[src/rtl/mem_resp_pkg.sv]
// Shared encodings and defaults for the four-phase memory responder.
package mem_resp_pkg;

    localparam int DEF_ADDR_W      = 4;
    localparam int DEF_DATA_W      = 8;
    localparam int DEF_LATENCY     = 3;
    localparam int DEF_SYNC_STAGES = 2;

    localparam logic [1:0] ST_IDLE   = 2'd0;
    localparam logic [1:0] ST_ACCESS = 2'd1;
    localparam logic [1:0] ST_DONE   = 2'd2;
    localparam logic [1:0] ST_FAULT  = 2'd3;

    localparam logic OP_WR = 1'b0;
    localparam logic OP_RD = 1'b1;

endpackage

[src/rtl/mem_resp_bit_sync.sv]
// Multi-stage synchroniser for one asynchronous request strobe.
module bit_sync #(
    parameter int STAGES = 2
) (
    input  logic clk,
    input  logic rst,
    input  logic d,
    output logic q
);

    logic [STAGES-1:0] chain_q;
    logic [STAGES-1:0] chain_d;

    always_comb begin
        chain_d = {chain_q[STAGES-2:0], d};
    end

    always_ff @(posedge clk or posedge rst) begin
        if (rst) chain_q <= '0;
        else     chain_q <= chain_d;
    end

    assign q = chain_q[STAGES-1];

endmodule

[src/rtl/mem_resp.sv]
// Memory-side responder: synchronised four-phase handshake in front of
// an internal RAM with per-word written flags and a fixed access latency.
module mem_resp
    import mem_resp_pkg::*;
#(
    parameter int ADDR_W      = DEF_ADDR_W,
    parameter int DATA_W      = DEF_DATA_W,
    parameter int LATENCY     = DEF_LATENCY,
    parameter int SYNC_STAGES = DEF_SYNC_STAGES
) (
    input  logic              clk,
    input  logic              rst,
    input  logic              mem_write,
    input  logic              mem_read,
    input  logic [ADDR_W-1:0] mem_addr,
    input  logic [DATA_W-1:0] mem_wdata,
    output logic              mem_done,
    output logic [DATA_W-1:0] mem_rdata,
    output logic              busy,
    output logic              err
);

    localparam int DEPTH = 1 << ADDR_W;
    localparam int CNT_W = $clog2(LATENCY) + 1;

    logic wr_s;
    logic rd_s;

    bit_sync #(.STAGES(SYNC_STAGES)) u_sync_wr (
        .clk (clk),
        .rst (rst),
        .d   (mem_write),
        .q   (wr_s)
    );

    bit_sync #(.STAGES(SYNC_STAGES)) u_sync_rd (
        .clk (clk),
        .rst (rst),
        .d   (mem_read),
        .q   (rd_s)
    );

    logic [1:0]        state_q, state_d;
    logic [CNT_W-1:0]  cnt_q, cnt_d;
    logic              op_q, op_d;
    logic [ADDR_W-1:0] addr_q, addr_d;
    logic [DATA_W-1:0] wdata_q, wdata_d;
    logic [DATA_W-1:0] rdata_q, rdata_d;
    logic              done_q, done_d;
    logic              err_q, err_d;
    logic [DEPTH-1:0]  valid_q, valid_d;
    logic              ram_we;
    logic              req_op;
    logic              req_opp;

    logic [DATA_W-1:0] ram [DEPTH];

    always_comb begin
        state_d = state_q;
        cnt_d   = cnt_q;
        op_d    = op_q;
        addr_d  = addr_q;
        wdata_d = wdata_q;
        rdata_d = rdata_q;
        err_d   = err_q;
        valid_d = valid_q;
        ram_we  = 1'b0;
        req_op  = (op_q == OP_WR) ? wr_s : rd_s;
        req_opp = (op_q == OP_WR) ? rd_s : wr_s;
        case (state_q)
            ST_IDLE: begin
                if (wr_s && rd_s) begin
                    state_d = ST_FAULT;
                    err_d   = 1'b1;
                end else if (wr_s) begin
                    state_d = ST_ACCESS;
                    op_d    = OP_WR;
                    addr_d  = mem_addr;
                    wdata_d = mem_wdata;
                    cnt_d   = CNT_W'(LATENCY - 1);
                end else if (rd_s) begin
                    state_d = ST_ACCESS;
                    op_d    = OP_RD;
                    addr_d  = mem_addr;
                    cnt_d   = CNT_W'(LATENCY - 1);
                end
            end
            ST_ACCESS: begin
                // A withdrawn request aborts before any RAM side effect
                if (!req_op) begin
                    state_d = ST_IDLE;
                    err_d   = 1'b1;
                end else if (cnt_q == '0) begin
                    state_d = ST_DONE;
                    if (op_q == OP_WR) begin
                        ram_we          = 1'b1;
                        valid_d[addr_q] = 1'b1;
                    end else begin
                        rdata_d = valid_q[addr_q] ? ram[addr_q] : '0;
                    end
                end else begin
                    cnt_d = cnt_q - CNT_W'(1);
                end
            end
            ST_DONE: begin
                if (req_opp) err_d = 1'b1;
                if (!req_op) state_d = ST_IDLE;
            end
            ST_FAULT: begin
                if (!wr_s && !rd_s) state_d = ST_IDLE;
            end
            default: state_d = ST_IDLE;
        endcase
        done_d = (state_d == ST_DONE);
    end

    always_ff @(posedge clk or posedge rst) begin
        if (rst) begin
            state_q <= ST_IDLE;
            cnt_q   <= '0;
            op_q    <= OP_WR;
            addr_q  <= '0;
            wdata_q <= '0;
            rdata_q <= '0;
            done_q  <= 1'b0;
            err_q   <= 1'b0;
            valid_q <= '0;
        end else begin
            state_q <= state_d;
            cnt_q   <= cnt_d;
            op_q    <= op_d;
            addr_q  <= addr_d;
            wdata_q <= wdata_d;
            rdata_q <= rdata_d;
            done_q  <= done_d;
            err_q   <= err_d;
            valid_q <= valid_d;
        end
    end

    // Contents are deliberately not reset; valid_q masks stale words
    always_ff @(posedge clk) begin
        if (ram_we) ram[addr_q] <= wdata_q;
    end

    assign mem_done  = done_q;
    assign mem_rdata = rdata_q;
    assign busy      = (state_q != ST_IDLE);
    assign err       = err_q;

endmodule

[config.mk]
export PLATFORM = sky130hd
export DESIGN_NAME = mem_resp
export DESIGN_NICKNAME = d
export VERILOG_FILES = /design/src/rtl/mem_resp_pkg.sv /design/src/rtl/mem_resp_bit_sync.sv /design/src/rtl/mem_resp.sv
export SDC_FILE = /design/constraint.sdc
export NUM_CORES = 1
export LEC_CHECK = 0
export CORE_ASPECT_RATIO = 0.7
export CORE_UTILIZATION = 50
export DETAILED_ROUTE_END_ITERATION = 10
export PLACE_DENSITY = 0.76
export SYNTH_ARGS = -nofsm -noshare
export SYNTH_HDL_FRONTEND = slang
export SYNTH_SLANG_ARGS = --single-unit
[constraint.sdc]
create_clock -name clk -period 3.1 [get_ports clk]
set_input_delay 0.465 -clock clk [delete_from_list [all_inputs] [get_ports clk]]
set_output_delay 0.465 -clock clk [all_outputs]
set_load 0.01 [all_outputs]
==> flow_metrics.tcl <==
set metrics [dict create \
    synth.cell_area_sq_mm 0.00693 \
    boundaryPins 27 \
    global_placer_s_final_weighted_congestion 0.788 \
    grt_setup_unrepaired "false" \
    total_number_of_vias 3677 \
    cts.repair_timing.setup_buffer_count 0 \
    fin_setup_tns_ns 0 \
    timing.slew.headroom_pct 38.4 \
    number_of_buffers_created_by_cts 17 \
    start_util_pct 51.9 \
    grt_antenna_before_repair 0 \
    report.final.hold_viol_count 0 \
    first_pass_iters 5 \
    postSynthNetCount 400 \
    crit_required_ns 3.15 \
    post_drt_via_cell_ratio 5.92 \
    finalMaxSlewViolations 0 \
    max_freq_mhz 397 \
    power_leakage_uw 0.00288 \
    die-width_um 143 \
    grt_overflow 0 \
    worstSkewPairLatency_ns 0.43 \
    grt_util_met1_pct 33.5 \
    detailed_place_hpwl_um 9140 \
    share_seq_of_total_power_pct 50.4 \
    report.final.setup_viol 0 \
    top_usage_layer "met1" \
    p_per_area_mw_per_mm2 884 \
    fin_worst_hold_slack_ns 0.352 \
    netlist_top_cells_area "sky130_fd_sc_hd__edfxtp_1, sky130_fd_sc_hd__dfrtp_1, sky130_fd_sc_hd__mux4_2, sky130_fd_sc_hd__a22o_1, sky130_fd_sc_hd__mux2_2" \
    postCtsResizedCells 0 \
    outcome "completed" \
    pin_count_of_the_biggest_net_entering_global_routing 31 \
    worst_pin_slew_ns 0.924 \
    grt_pass1_vias 3715 \
    tritoncts "built" \
    std_cell_rows 35 \
    grt.met2_usage_pct 32.2 \
    synth_enable_flop_cells 128 \
    clock_share_of_power_pct 27.4 \
    portion_of_the_post_synthesis_area_used_by_sequential_elements_pct 72.8 \
    max-cap-violations 0 \
    cts.reportedPaths.clkPinSlew_ns 0.07 \
    post-synth-top-area-cell "sky130_fd_sc_hd__edfxtp_1" \
    globalRouteTotalUtil_pct 22.2 \
    intPower_uw 4870 \
    clock_sink_count 176 \
    min_period_over_period_pct 81.3 \
    comb_power_share_pct 22.3 \
    synth-async-reset-ratio_pct 27.3 \
    critPathMaxFanout 8 \
    htree_levels 4 \
    clock_skew_ns 0.00858 \
    postRouteAntennaNets 0 \
    yosys_most_used_dff "sky130_fd_sc_hd__edfxtp_1" \
    synth-warning-count 0 \
    die_area_sq_mm 0.0143 \
    netSwitchingFraction_pct 30.9 \
    synth.top_cells.by_count "sky130_fd_sc_hd__edfxtp_1, sky130_fd_sc_hd__dfrtp_1, sky130_fd_sc_hd__mux4_2, sky130_fd_sc_hd__nor2_1, sky130_fd_sc_hd__a22o_1" \
    critPathCaptureType "flop" \
    flow.area_growth_from_synthesis_pct 15.2 \
    worstSetupStartpointType "flop" \
    die_h_um 100 \
    placeableCoreArea_sq_mm 0.0134 \
    route.detailed.drc 0 \
    timing.hold.worst.class "reg2reg" \
    design.final.nets 443 \
    syn_area_per_cell_sq_um 18.2 \
    post-route-min-period_ns 2.52 \
    cts_root_buf "sky130_fd_sc_hd__clkbuf_16" \
    p_switching_uw 2180 \
    ys_ff_latch 176 \
    avgRoutedWirePerCell_um 22.7 \
    port-buffer-count 26 \
    crit_type "reg2reg" \
    antenna_cells_inserted 0 \
    detail_route.iter0.violations 399 \
    holdBufCountCts 0 \
    synth_cell_types 37 \
    vdd_drop_max_mv 0.600 \
    syn-instance-count 380 \
    cp.arrival_ns 2.57 \
    routed_wl_um 14100 \
    synth_top_area_share_pct 55.5 \
    cts_max_path_buffers 2 \
    grt_first_pass_wirelength_um 22300 \
    grt_use_met3_pct 5.56 \
    layout-drive-gt1-share_pct 26.1 \
    post-synth-top-count-cell "sky130_fd_sc_hd__edfxtp_1" \
]
-- state kept, by name, summed over array words and instances, names as in the netlist --
name and cells:
valid_q 16, addr_q 4, state_q 2, u_sync_wr.chain_q 2
op_q 1, ram 128, wdata_q 8, mem_rdata 8
mem_done 1, err 1, u_sync_rd.chain_q 2, cnt_q 3
-- power by group through the flow --
stage	clock, uW	combinational, uW	sequential (uW)
2_1_floorplan	0	1380	3220
3_3_place_gp	0	1520	3560
3_5_place_dp	0	1560	3600
4_1_cts	1950	1570	3550
5_1_grt	2060	1690	3610
6_report	1930	1570	3550
-- placed cells by master, fill, tap and decap left out, types with 4 or more instances in the layout --
master,netlist,layout
sky130_fd_sc_hd__dfrtp_1,48,47
sky130_fd_sc_hd__clkdlybuf4s50_1,0,26
sky130_fd_sc_hd__or2_2,13,13
sky130_fd_sc_hd__o21bai_1,4,4
sky130_fd_sc_hd__nand2_1,14,14
sky130_fd_sc_hd__mux2_2,12,12
sky130_fd_sc_hd__mux4_2,36,36
sky130_fd_sc_hd__ha_1,4,4
sky130_fd_sc_hd__inv_1,8,7
sky130_fd_sc_hd__edfxtp_1,128,128
sky130_fd_sc_hd__nor2b_1,4,4
sky130_fd_sc_hd__a22o_1,18,18
sky130_fd_sc_hd__buf_4,2,17
sky130_fd_sc_hd__clkbuf_16,0,17
sky130_fd_sc_hd__nand2b_1,4,4
sky130_fd_sc_hd__clkinv_4,0,4
sky130_fd_sc_hd__o21ai_0,4,4
sky130_fd_sc_hd__o31ai_1,9,9
sky130_fd_sc_hd__clkinv_2,0,7
sky130_fd_sc_hd__nor2_1,31,31
-- layout make-up --
class | count | area (sq um)
inverters | 8 | 30.0
flip-flops and latches | 176 | 5050
fillers | 983 | 5380
clock buffers | 18 | 439
multi-input cells | 177 | 1750
well taps | 185 | 231
clock inverters | 14 | 93.8
repair buffers | 43 | 388
-- through the flow --
stage          worst slack (ns)  util [%]  total power, uW  cells  instance area, sq um
3_3_place_gp              0.632      55.7             5080    589                  7450
3_5_place_dp              0.584      55.7             5160    589                  7450
2_1_floorplan             0.951         -             4600    380                  6930
4_1_cts                   0.556      59.7             7080    621                  7980
5_1_grt                   0.337      59.7             7360    621                  7980
6_report                  0.580      59.7             7050    621                  7980
-- worst max-delay path: stages (launching register included) --
cell and delay [ns]:
sky130_fd_sc_hd__dfrtp_1 0.40, sky130_fd_sc_hd__inv_1 0.08, sky130_fd_sc_hd__ha_1 0.17, sky130_fd_sc_hd__and4bb_1 0.34, sky130_fd_sc_hd__nand2_1 0.07, sky130_fd_sc_hd__or3_1 0.42
sky130_fd_sc_hd__nor2_1 0.66
-- logic make-up after synthesis --
| family | count (synthesis) | synth area share [%] |
|---|---|---|
| compound gates | 42 | 4.70 |
| fa+ha+maj | 4 | 0.722 |
| buf+inv | 27 | 1.91 |
| flops | 176 | 72.8 |
| mux | 50 | 13.9 |
| simple gates | 81 | 5.91 |
-- routing by layer --
| metal | share of wire (%) | vias up | wire length (um) |
|---|---|---|---|
| met5 | 0 | - | 0 |
| met3 | 8.5 | 16 | 1200 |
| li1 | - | 1563 | - |
| met4 | 1.1 | 0 | 155 |
| met2 | 45 | 177 | 6410 |
| met1 | 45 | 1921 | 6320 |
-- final timing paths --
path	endpoint	cells past startpoint	slack (ns)	startpoint
worst max-delay path	ram[3][6]	6	0.58	cnt_q[0]
worst min-delay path	u_sync_wr.chain_q[1]	0	0.35	u_sync_wr.chain_q[0]
worst max register to register	ram[3][6]	6	0.58	cnt_q[0]
worst min register to register	u_sync_wr.chain_q[1]	0	0.35	u_sync_wr.chain_q[0]
max in group asynchronous	u_sync_rd.chain_q[1]	3	2.10	rst
min in group asynchronous	cnt_q[1]	2	0.40	rst
Power figures use the tool's default switching activity.
